<file path="config.mk">
export PLATFORM = sky130hd
export DESIGN_NAME = axi4_burst_master
export DESIGN_NICKNAME = d
export VERILOG_FILES = /design/src/rtl/axi4_pkg.sv /design/src/rtl/axi4_master_timeout.sv /design/src/rtl/axi4_burst_master.sv
export SDC_FILE = /design/constraint.sdc
export NUM_CORES = 1
export LEC_CHECK = 0
export ABC_AREA = 1
export CORE_AREA = 8 8 168 170
export CTS_CLUSTER_DIAMETER = 30
export CTS_CLUSTER_SIZE = 24
export DETAILED_ROUTE_END_ITERATION = 8
export DIE_AREA = 0 0 176 178
export SLEW_MARGIN = 20
export SYNTH_ARGS = -nofsm -noshare
export SYNTH_HDL_FRONTEND = slang
export SYNTH_SLANG_ARGS = --single-unit
</file>
<file path="constraint.sdc">
create_clock -name ACLK -period 3.5 [get_ports ACLK]
set_input_delay 0.7 -clock ACLK [delete_from_list [all_inputs] [get_ports ACLK]]
set_output_delay 0.7 -clock ACLK [all_outputs]
set_load 0.05 [all_outputs]
</file>
<file path="src/rtl/axi4_pkg.sv">
// Shared AXI4 types, constants and helpers for the burst and lite managers.
package axi4_pkg;

    typedef enum logic [1:0] {
        RESP_OKAY   = 2'b00,
        RESP_EXOKAY = 2'b01,
        RESP_SLVERR = 2'b10,
        RESP_DECERR = 2'b11
    } resp_e;

    typedef enum logic [1:0] {
        BURST_FIXED = 2'b00,
        BURST_INCR  = 2'b01,
        BURST_WRAP  = 2'b10
    } burst_e;

    typedef enum logic [2:0] {
        S_IDLE,
        S_CHK,
        S_AW,
        S_W,
        S_B,
        S_AR,
        S_R,
        S_DONE
    } state_e;

    // AxSIZE encoding for a full-width beat of data_w bits.
    function automatic logic [2:0] size_from_width(input int unsigned data_w);
        return 3'($clog2(data_w / 8));
    endfunction

    // True when a burst of len+1 beats of 'bytes' each, starting at the
    // page offset addr_lo, runs past the end of its 4KB page.
    function automatic logic crosses_4k(input logic [11:0] addr_lo,
                                        input logic [7:0] len,
                                        input int unsigned bytes);
        int unsigned end_b;
        end_b = 32'(addr_lo) + (32'(len) + 32'd1) * bytes;
        return end_b > 32'd4096;
    endfunction

endpackage

</file>
<file path="src/rtl/axi4_master_timeout.sv">
// Response watchdog: counts enabled cycles, restarts on clr or when disabled,
// and flags expiry on the TIMEOUT-th consecutive enabled cycle.
module axi4_master_timeout #(
    parameter int unsigned TIMEOUT = 1024
) (
    input  logic clk,
    input  logic rst,
    input  logic en,
    input  logic clr,
    output logic expired
);
    localparam int unsigned CW = $clog2(TIMEOUT + 1);

    logic [CW-1:0] cnt_q, cnt_d;

    assign expired = en && (cnt_q == CW'(TIMEOUT - 1));

    // Next count: hold at zero when idle or on progress, otherwise advance.
    always_comb begin
        cnt_d = cnt_q;
        if (!en || clr) begin
            cnt_d = '0;
        end else if (!expired) begin
            cnt_d = cnt_q + 1'b1;
        end
    end

    // Count register.
    always_ff @(posedge clk or posedge rst) begin
        if (rst) begin
            cnt_q <= '0;
        end else begin
            cnt_q <= cnt_d;
        end
    end

endmodule

</file>
<file path="src/rtl/axi4_burst_master.sv">
// Command-driven AXI4 manager: one INCR burst outstanding at a time, with
// streamed write/read data, 4KB guard and B/R response timeout.
// Handshakes: a transfer happens on a rising ACLK edge where valid and ready
// are both high; a valid, once raised, is held with stable payload until then.
module axi4_burst_master
    import axi4_pkg::*;
#(
    parameter int unsigned ADDR_W  = 32,
    parameter int unsigned DATA_W  = 64,
    parameter int unsigned ID_W    = 4,
    parameter int unsigned MAX_LEN = 16,
    parameter int unsigned TIMEOUT = 1024
) (
    input  logic                ACLK,
    input  logic                ARESET,
    input  logic                cmd_valid,
    output logic                cmd_ready,
    input  logic                cmd_write,
    input  logic [ADDR_W-1:0]   cmd_addr,
    input  logic [7:0]          cmd_len,
    input  logic [ID_W-1:0]     cmd_id,
    input  logic                wdat_valid,
    output logic                wdat_ready,
    input  logic [DATA_W-1:0]   wdat_data,
    output logic                rdat_valid,
    input  logic                rdat_ready,
    output logic [DATA_W-1:0]   rdat_data,
    output logic                rdat_last,
    output logic                cmd_done,
    output logic [1:0]          cmd_resp,
    output logic                cmd_timeout,
    output logic [ID_W-1:0]     AWID,
    output logic [ADDR_W-1:0]   AWADDR,
    output logic [7:0]          AWLEN,
    output logic [2:0]          AWSIZE,
    output logic [1:0]          AWBURST,
    output logic                AWVALID,
    input  logic                AWREADY,
    output logic [DATA_W-1:0]   WDATA,
    output logic [DATA_W/8-1:0] WSTRB,
    output logic                WLAST,
    output logic                WVALID,
    input  logic                WREADY,
    input  logic [ID_W-1:0]     BID,
    input  logic [1:0]          BRESP,
    input  logic                BVALID,
    output logic                BREADY,
    output logic [ID_W-1:0]     ARID,
    output logic [ADDR_W-1:0]   ARADDR,
    output logic [7:0]          ARLEN,
    output logic [2:0]          ARSIZE,
    output logic [1:0]          ARBURST,
    output logic                ARVALID,
    input  logic                ARREADY,
    input  logic [ID_W-1:0]     RID,
    input  logic [DATA_W-1:0]   RDATA,
    input  logic [1:0]          RRESP,
    input  logic                RLAST,
    input  logic                RVALID,
    output logic                RREADY,
    output state_e              dbg_state
);
    localparam int unsigned       BYTES      = DATA_W / 8;
    localparam logic [2:0]        AX_SIZE    = size_from_width(DATA_W);
    localparam logic [ADDR_W-1:0] ALIGN_MASK = ~ADDR_W'(BYTES - 1);

    state_e            state_q, state_d;
    logic [ADDR_W-1:0] addr_q, addr_d;
    logic [7:0]        len_q, len_d;
    logic [ID_W-1:0]   id_q, id_d;
    logic              write_q, write_d;
    logic [8:0]        beat_q, beat_d;
    logic [1:0]        resp_q, resp_d;
    logic              timeout_q, timeout_d;
    logic              to_en, to_clr, to_expired;

    // Latched command fields drive both address channels; only one VALID rises.
    assign AWID      = id_q;
    assign AWADDR    = addr_q;
    assign AWLEN     = len_q;
    assign AWSIZE    = AX_SIZE;
    assign AWBURST   = BURST_INCR;
    assign ARID      = id_q;
    assign ARADDR    = addr_q;
    assign ARLEN     = len_q;
    assign ARSIZE    = AX_SIZE;
    assign ARBURST   = BURST_INCR;
    assign WDATA     = wdat_data;
    assign WSTRB     = '1;
    assign rdat_data = RDATA;
    assign cmd_resp  = resp_q;
    assign cmd_timeout = timeout_q;
    assign dbg_state = state_q;

    // Watchdog runs only while waiting on the subordinate; any beat restarts it.
    assign to_en  = (state_q == S_B) || (state_q == S_R);
    assign to_clr = (BVALID && BREADY) || (RVALID && RREADY);

    axi4_master_timeout #(.TIMEOUT(TIMEOUT)) u_timeout (
        .clk     (ACLK),
        .rst     (ARESET),
        .en      (to_en),
        .clr     (to_clr),
        .expired (to_expired)
    );

    // Next-state, datapath updates and handshake outputs.
    always_comb begin
        state_d    = state_q;
        addr_d     = addr_q;
        len_d      = len_q;
        id_d       = id_q;
        write_d    = write_q;
        beat_d     = beat_q;
        resp_d     = resp_q;
        timeout_d  = timeout_q;
        cmd_ready  = 1'b0;
        cmd_done   = 1'b0;
        AWVALID    = 1'b0;
        ARVALID    = 1'b0;
        WVALID     = 1'b0;
        WLAST      = 1'b0;
        wdat_ready = 1'b0;
        BREADY     = 1'b0;
        RREADY     = 1'b0;
        rdat_valid = 1'b0;
        rdat_last  = 1'b0;
        case (state_q)
            S_IDLE: begin
                // Gated by reset so nothing is offered while held in reset.
                cmd_ready = !ARESET;
                if (cmd_valid && cmd_ready) begin
                    addr_d    = cmd_addr & ALIGN_MASK;
                    len_d     = cmd_len;
                    id_d      = cmd_id;
                    write_d   = cmd_write;
                    resp_d    = RESP_OKAY;
                    timeout_d = 1'b0;
                    state_d   = S_CHK;
                end
            end
            S_CHK: begin
                beat_d = '0;
                if (({1'b0, len_q} >= 9'(MAX_LEN)) ||
                    crosses_4k(addr_q[11:0], len_q, BYTES)) begin
                    resp_d  = RESP_SLVERR;
                    state_d = S_DONE;
                end else begin
                    state_d = write_q ? S_AW : S_AR;
                end
            end
            S_AW: begin
                AWVALID = 1'b1;
                if (AWREADY) state_d = S_W;
            end
            S_W: begin
                WVALID     = wdat_valid;
                wdat_ready = WREADY;
                WLAST      = (beat_q == {1'b0, len_q});
                if (wdat_valid && WREADY) begin
                    beat_d = beat_q + 9'd1;
                    if (WLAST) state_d = S_B;
                end
            end
            S_B: begin
                if (to_expired) begin
                    resp_d    = RESP_DECERR;
                    timeout_d = 1'b1;
                    state_d   = S_DONE;
                end else begin
                    BREADY = 1'b1;
                    if (BVALID) begin
                        resp_d  = (BID == id_q) ? BRESP : RESP_SLVERR;
                        state_d = S_DONE;
                    end
                end
            end
            S_AR: begin
                ARVALID = 1'b1;
                if (ARREADY) state_d = S_R;
            end
            S_R: begin
                if (to_expired) begin
                    resp_d    = RESP_DECERR;
                    timeout_d = 1'b1;
                    state_d   = S_DONE;
                end else begin
                    RREADY     = rdat_ready;
                    rdat_valid = RVALID;
                    rdat_last  = RLAST;
                    if (RVALID && rdat_ready) begin
                        beat_d = beat_q + 9'd1;
                        if (RRESP > resp_q) resp_d = RRESP;
                        if (RID != id_q) resp_d = RESP_SLVERR;
                        if (RLAST) begin
                            if (beat_q != {1'b0, len_q}) resp_d = RESP_SLVERR;
                            state_d = S_DONE;
                        end
                    end
                end
            end
            S_DONE: begin
                cmd_done = 1'b1;
                state_d  = S_IDLE;
            end
            default: state_d = S_IDLE;
        endcase
    end

    // State and command registers; reset abandons any transaction silently.
    always_ff @(posedge ACLK or posedge ARESET) begin
        if (ARESET) begin
            state_q   <= S_IDLE;
            addr_q    <= '0;
            len_q     <= '0;
            id_q      <= '0;
            write_q   <= 1'b0;
            beat_q    <= '0;
            resp_q    <= RESP_OKAY;
            timeout_q <= 1'b0;
        end else begin
            state_q   <= state_d;
            addr_q    <= addr_d;
            len_q     <= len_d;
            id_q      <= id_d;
            write_q   <= write_d;
            beat_q    <= beat_d;
            resp_q    <= resp_d;
            timeout_q <= timeout_d;
        end
    end

endmodule

</file>
==> results.md <==
Clocking:
- After clock tree synthesis, the clock-pin slew on the worst setup and hold paths is ~0.060 ns.
- The setup fix buffers added after clock tree synthesis is 0.
- In this run, CTS created clock tree buffers numbering 9.
- The number of gates resized after CTS was 0.
- The hold-fix buffer count after cts is 0.
- The H-tree was split into 3 levels.
- In this run the clock root is driven by a sky130_fd_sc_hd__clkbuf_16.
- The clock tree from TritonCTS is done.
- The clock passes through at most 2 buffers.
- The clock latency reported for the late side of the worst-skew pair is between 0.3 and 0.4 ns.
- The number of clock sinks is between 60 and 70.

Place:
- The final weighted congestion of routability-driven global placement is 0.8147.
- The instance area at placement is ~0.0063 mm².
- The count of port buffers added during placement is approximately 160.
- The half-perimeter wire length after detailed placement is roughly 13000 µm.

Worst setup path:
- The critical path goes through nand3_4, inv_1, nand2_1, nor2_1, clkdlybuf4s50_1.
- The kind of start point of the critical path is a flop.
- For the worst setup path, the data required time is approximately 2.8 ns.
- Along the worst path, the maximum fanout reaches 10.
- The depth of the worst register-to-register path is 19.
- The cell type of the slowest stage on the worst timing path is sky130_fd_sc_hd__clkdlybuf4s50_1.
- The largest single stage delay on the critical path is 0.84 ns.
- The start-to-end type of the worst setup path is flop to output port.
- STA classifies the critical path endpoint as an output port.
- STA puts the critical path data arrival time at 2.56 ns.

Finish:
- Leaving out fill and tap cells, the most frequent cell in the layout is sky130_fd_sc_hd__nand2_1.
- In the final layout, the share of cells above drive strength 1 is 0.07143.
- The design area is approximately 0.0066 mm².
- The library cells used most frequently in the layout, excluding fill and tap cells, are sky130_fd_sc_hd__nand2_1, sky130_fd_sc_hd__clkdlybuf4s50_1, sky130_fd_sc_hd__dfrtp_1.
- The number of diodes is 0.
- The area growth from synthesis to layout is 17.18%.
- At the end of the flow, the number of nets in the layout was 952.
- The final cell utilization of the core is 0.2568.

Floorplanning:
- The die span in y is 178 µm.
- The site row count is roughly 60.
- In this run the count of I/O pins placed on the die edge is 447.
- The width of the chip is 176 µm.
- After floorplanning, the core was sized to cover 0.02562 mm².
- The die covers 0.03133 mm².
- The initial utilization of the core area, before any placement, comes to 0.2192.

Drt:
- The remaining design rule violation count is 0.
- The number of vias after detailed routing is ~4300.
- The first detailed-routing pass ran for 6 iterations.
- Dividing the detail-routed via count by the number of cells gives around 4.
- After detailed routing, the total wire length is roughly 16000 µm.
- The wire length per cell after detailed routing is ~15 µm.
- The DRC violation total after the first TritonRoute iteration is about 150.
- The detail route stage leaves a number of antenna-violating nets equal to 0.

Timing:
- The time the worst path needs with I/O delays and setup is roughly 3.3 ns.
- Setup repair after global routing left no endpoint under its margin.
- The number of setup violations in the final report is 0.
- The final critical-path share of the clock period is 0.9324.
- The actual transition at the worst max-transition pin is roughly 0.76 ns.
- The relative slew slack is 0.4886.
- The count of pins over their slew limit came to 0.
- Across the routed clock network, the largest skew measured is about 0.009 ns.
- For the final routed database, the setup TNS stands at 0 ns.
- Timing would allow up to 306.4 MHz.
- The number of endpoints with negative hold slack in the final report is 0.

Synthesis:
- The top flip-flop cell by instance count after synthesis is sky130_fd_sc_hd__dfrtp_1.
- Counting flops with a built-in enable in the synthesized netlist gives 0.
- After synthesis, the netlist uses between 40 and 50 different library cells.
- For this run, asynchronously set or reset flops after synthesis account for 1.000.
- The share of synthesized area in the top cell type comes to 0.3031.
- The most area-hungry cell type in the Yosys netlist is sky130_fd_sc_hd__dfrtp_1.
- The synthesized instance count is between 700 and 800.
- For this run, the register share of the synthesized area comes to 0.3031.
- The post-synthesis average cell area is roughly 7.6 µm².
- Ranked by total cell area, the synthesized netlist is headed by sky130_fd_sc_hd__dfrtp_1, sky130_fd_sc_hd__buf_4, sky130_fd_sc_hd__nand2_1, sky130_fd_sc_hd__inv_1, sky130_fd_sc_hd__ha_1.
- For this run, the number of Yosys warnings is 0.
- The synthesized netlist occupies a cell area of 0.005614 mm².
- Synthesis inferred 68 register bits.

Pwr:
- The worst ir drop on vdd is 0.0005291 V.
- Summed over all cells, the static leakage comes to roughly 3.0 nW.
- The ratio of total power to cell area is 1133 mW/mm².

Min path:
- The worst hold path belongs to the class flop to flop.
- Along the worst hold path, the cell count comes to 1.

Global route:
- The residual overflow from global routing is 0.
- For this run, the total global-route usage over all layers was measured as 0.1029.
- The first global-routing pass estimated approximately 25000 µm of wire.
- The number of antenna violations at the first check in global routing came to 0.
- The via count of the first global-routing pass is 4529.
- The largest net degree at the start of global routing is 37.

Job:
- The tool flagged a number of max-cap violations equal to 0.

Outcome:
- The run finished with clean final reports.
## where the power goes
part,internal (mW),leakage (nW),switching [mW],total (mW)
Combinational,1.64,1.98,3.45,5.09
Clock,0.513,0.135,0.355,0.868
Sequential,1.08,0.875,0.417,1.50
Total,3.24,2.99,4.22,7.46
## layer usage
metal / global-route usage / vias up / part of all wire / routed length [µm]
li1: - / 2100 / - / -
met1: 0.1050 / 1941 / 0.39 / 6378
met5: 0 / - / 0 / 0
met3: 0.03853 / 79 / 0.082 / 1338
met4: 0.06464 / 0 / 0.047 / 762
met2: 0.1770 / 186 / 0.48 / 7852
## state kept, by name, indices dropped and copies added, names as in the netlist
signal	count
beat_q	9
cmd_resp	2
cmd_timeout	1
ARADDR	29
write_q	1
ARLEN	8
u_timeout.cnt_q	11
dbg_state	3
ARID	4
## final timing paths
| kind | from | to | slack, ns |
|---|---|---|---|
| min in group asynchronous | ARESET | ARADDR[25] | 0.83 |
| worst min register to register | cmd_timeout | cmd_timeout | 0.51 |
| worst max-delay path | dbg_state[1] | rdat_valid | 0.24 |
| max in group asynchronous | ARESET | ARADDR[9] | 2.03 |
| worst min-delay path | cmd_timeout | cmd_timeout | 0.51 |
| worst max register to register | ARLEN[0] | cmd_resp[0] | 0.53 |
## logic make-up (layout without fill, tap and decap cells)
| logic type | after synthesis | count (layout) | synth area share |
|---|---|---|---|
| xor gates and xnor gates | 19 | 19 | 0.02964 |
| DFF | 68 | 68 | 0.3031 |
| adders and majority gates | 18 | 18 | 0.04145 |
| and+or+nand+nor | 297 | 297 | 0.2438 |
| other | 2 | 24 | 0.001338 |
| buffers and inverters | 276 | 256 | 0.3178 |
| AOI/OAI and AO/OA | 60 | 60 | 0.06285 |
## cells in the mapped netlist, types with 3 or more instances
master,n
sky130_fd_sc_hd__inv_2,6
sky130_fd_sc_hd__o21ai_1,4
sky130_fd_sc_hd__xnor2_1,9
sky130_fd_sc_hd__nor3b_2,3
sky130_fd_sc_hd__ha_1,17
sky130_fd_sc_hd__nor4_1,3
sky130_fd_sc_hd__nor2_4,3
sky130_fd_sc_hd__nor2_1,35
sky130_fd_sc_hd__buf_2,6
sky130_fd_sc_hd__nand2_1,187
sky130_fd_sc_hd__xor2_1,10
sky130_fd_sc_hd__nand3_1,25
sky130_fd_sc_hd__nand4_1,8
sky130_fd_sc_hd__buf_4,194
sky130_fd_sc_hd__a21oi_1,23
sky130_fd_sc_hd__nor3_1,14
sky130_fd_sc_hd__nand3_2,3
sky130_fd_sc_hd__o21ai_0,17
sky130_fd_sc_hd__inv_1,65
sky130_fd_sc_hd__dfrtp_1,68
sky130_fd_sc_hd__o22ai_1,6
## worst max-delay path: cells and delay by family, from the launching register on
| family | cells | cell delay, ns |
|---|---|---|
| buf+inv | 2 | 1.11 |
| simple gates | 3 | 0.46 |
| flops | 1 | 0.64 |
## stage by stage
step                setup slack (ns)  power [mW]  instances  hold slack, ns
floorplan                     0.5755       5.692        762          0.4841
global placement              0.5131       6.628       1062          0.4795
detailed placement            0.5116       6.651       1062          0.4966
CTS                           0.2201       7.560       1077          0.5126
global route                  0.1418       7.975       1077          0.5387
finish                        0.2366       7.456       1077          0.5076
## layout make-up
| class | instances | area (µm²) |
|---|---|---|
| Timing Repair Buffer | 168 | 1694 |
| Sequential cell | 68 | 1702 |
| Tap cell | 335 | 419.2 |
| Multi-Input combinational cell | 418 | 2213 |
| Inverter | 73 | 280.3 |
| Clock inverter | 2 | 10.01 |
| Clock buffer | 13 | 260.3 |
| Fill cell | 2805 | 19040 |
No activity file was read; power rests on OpenSTA's default activity.
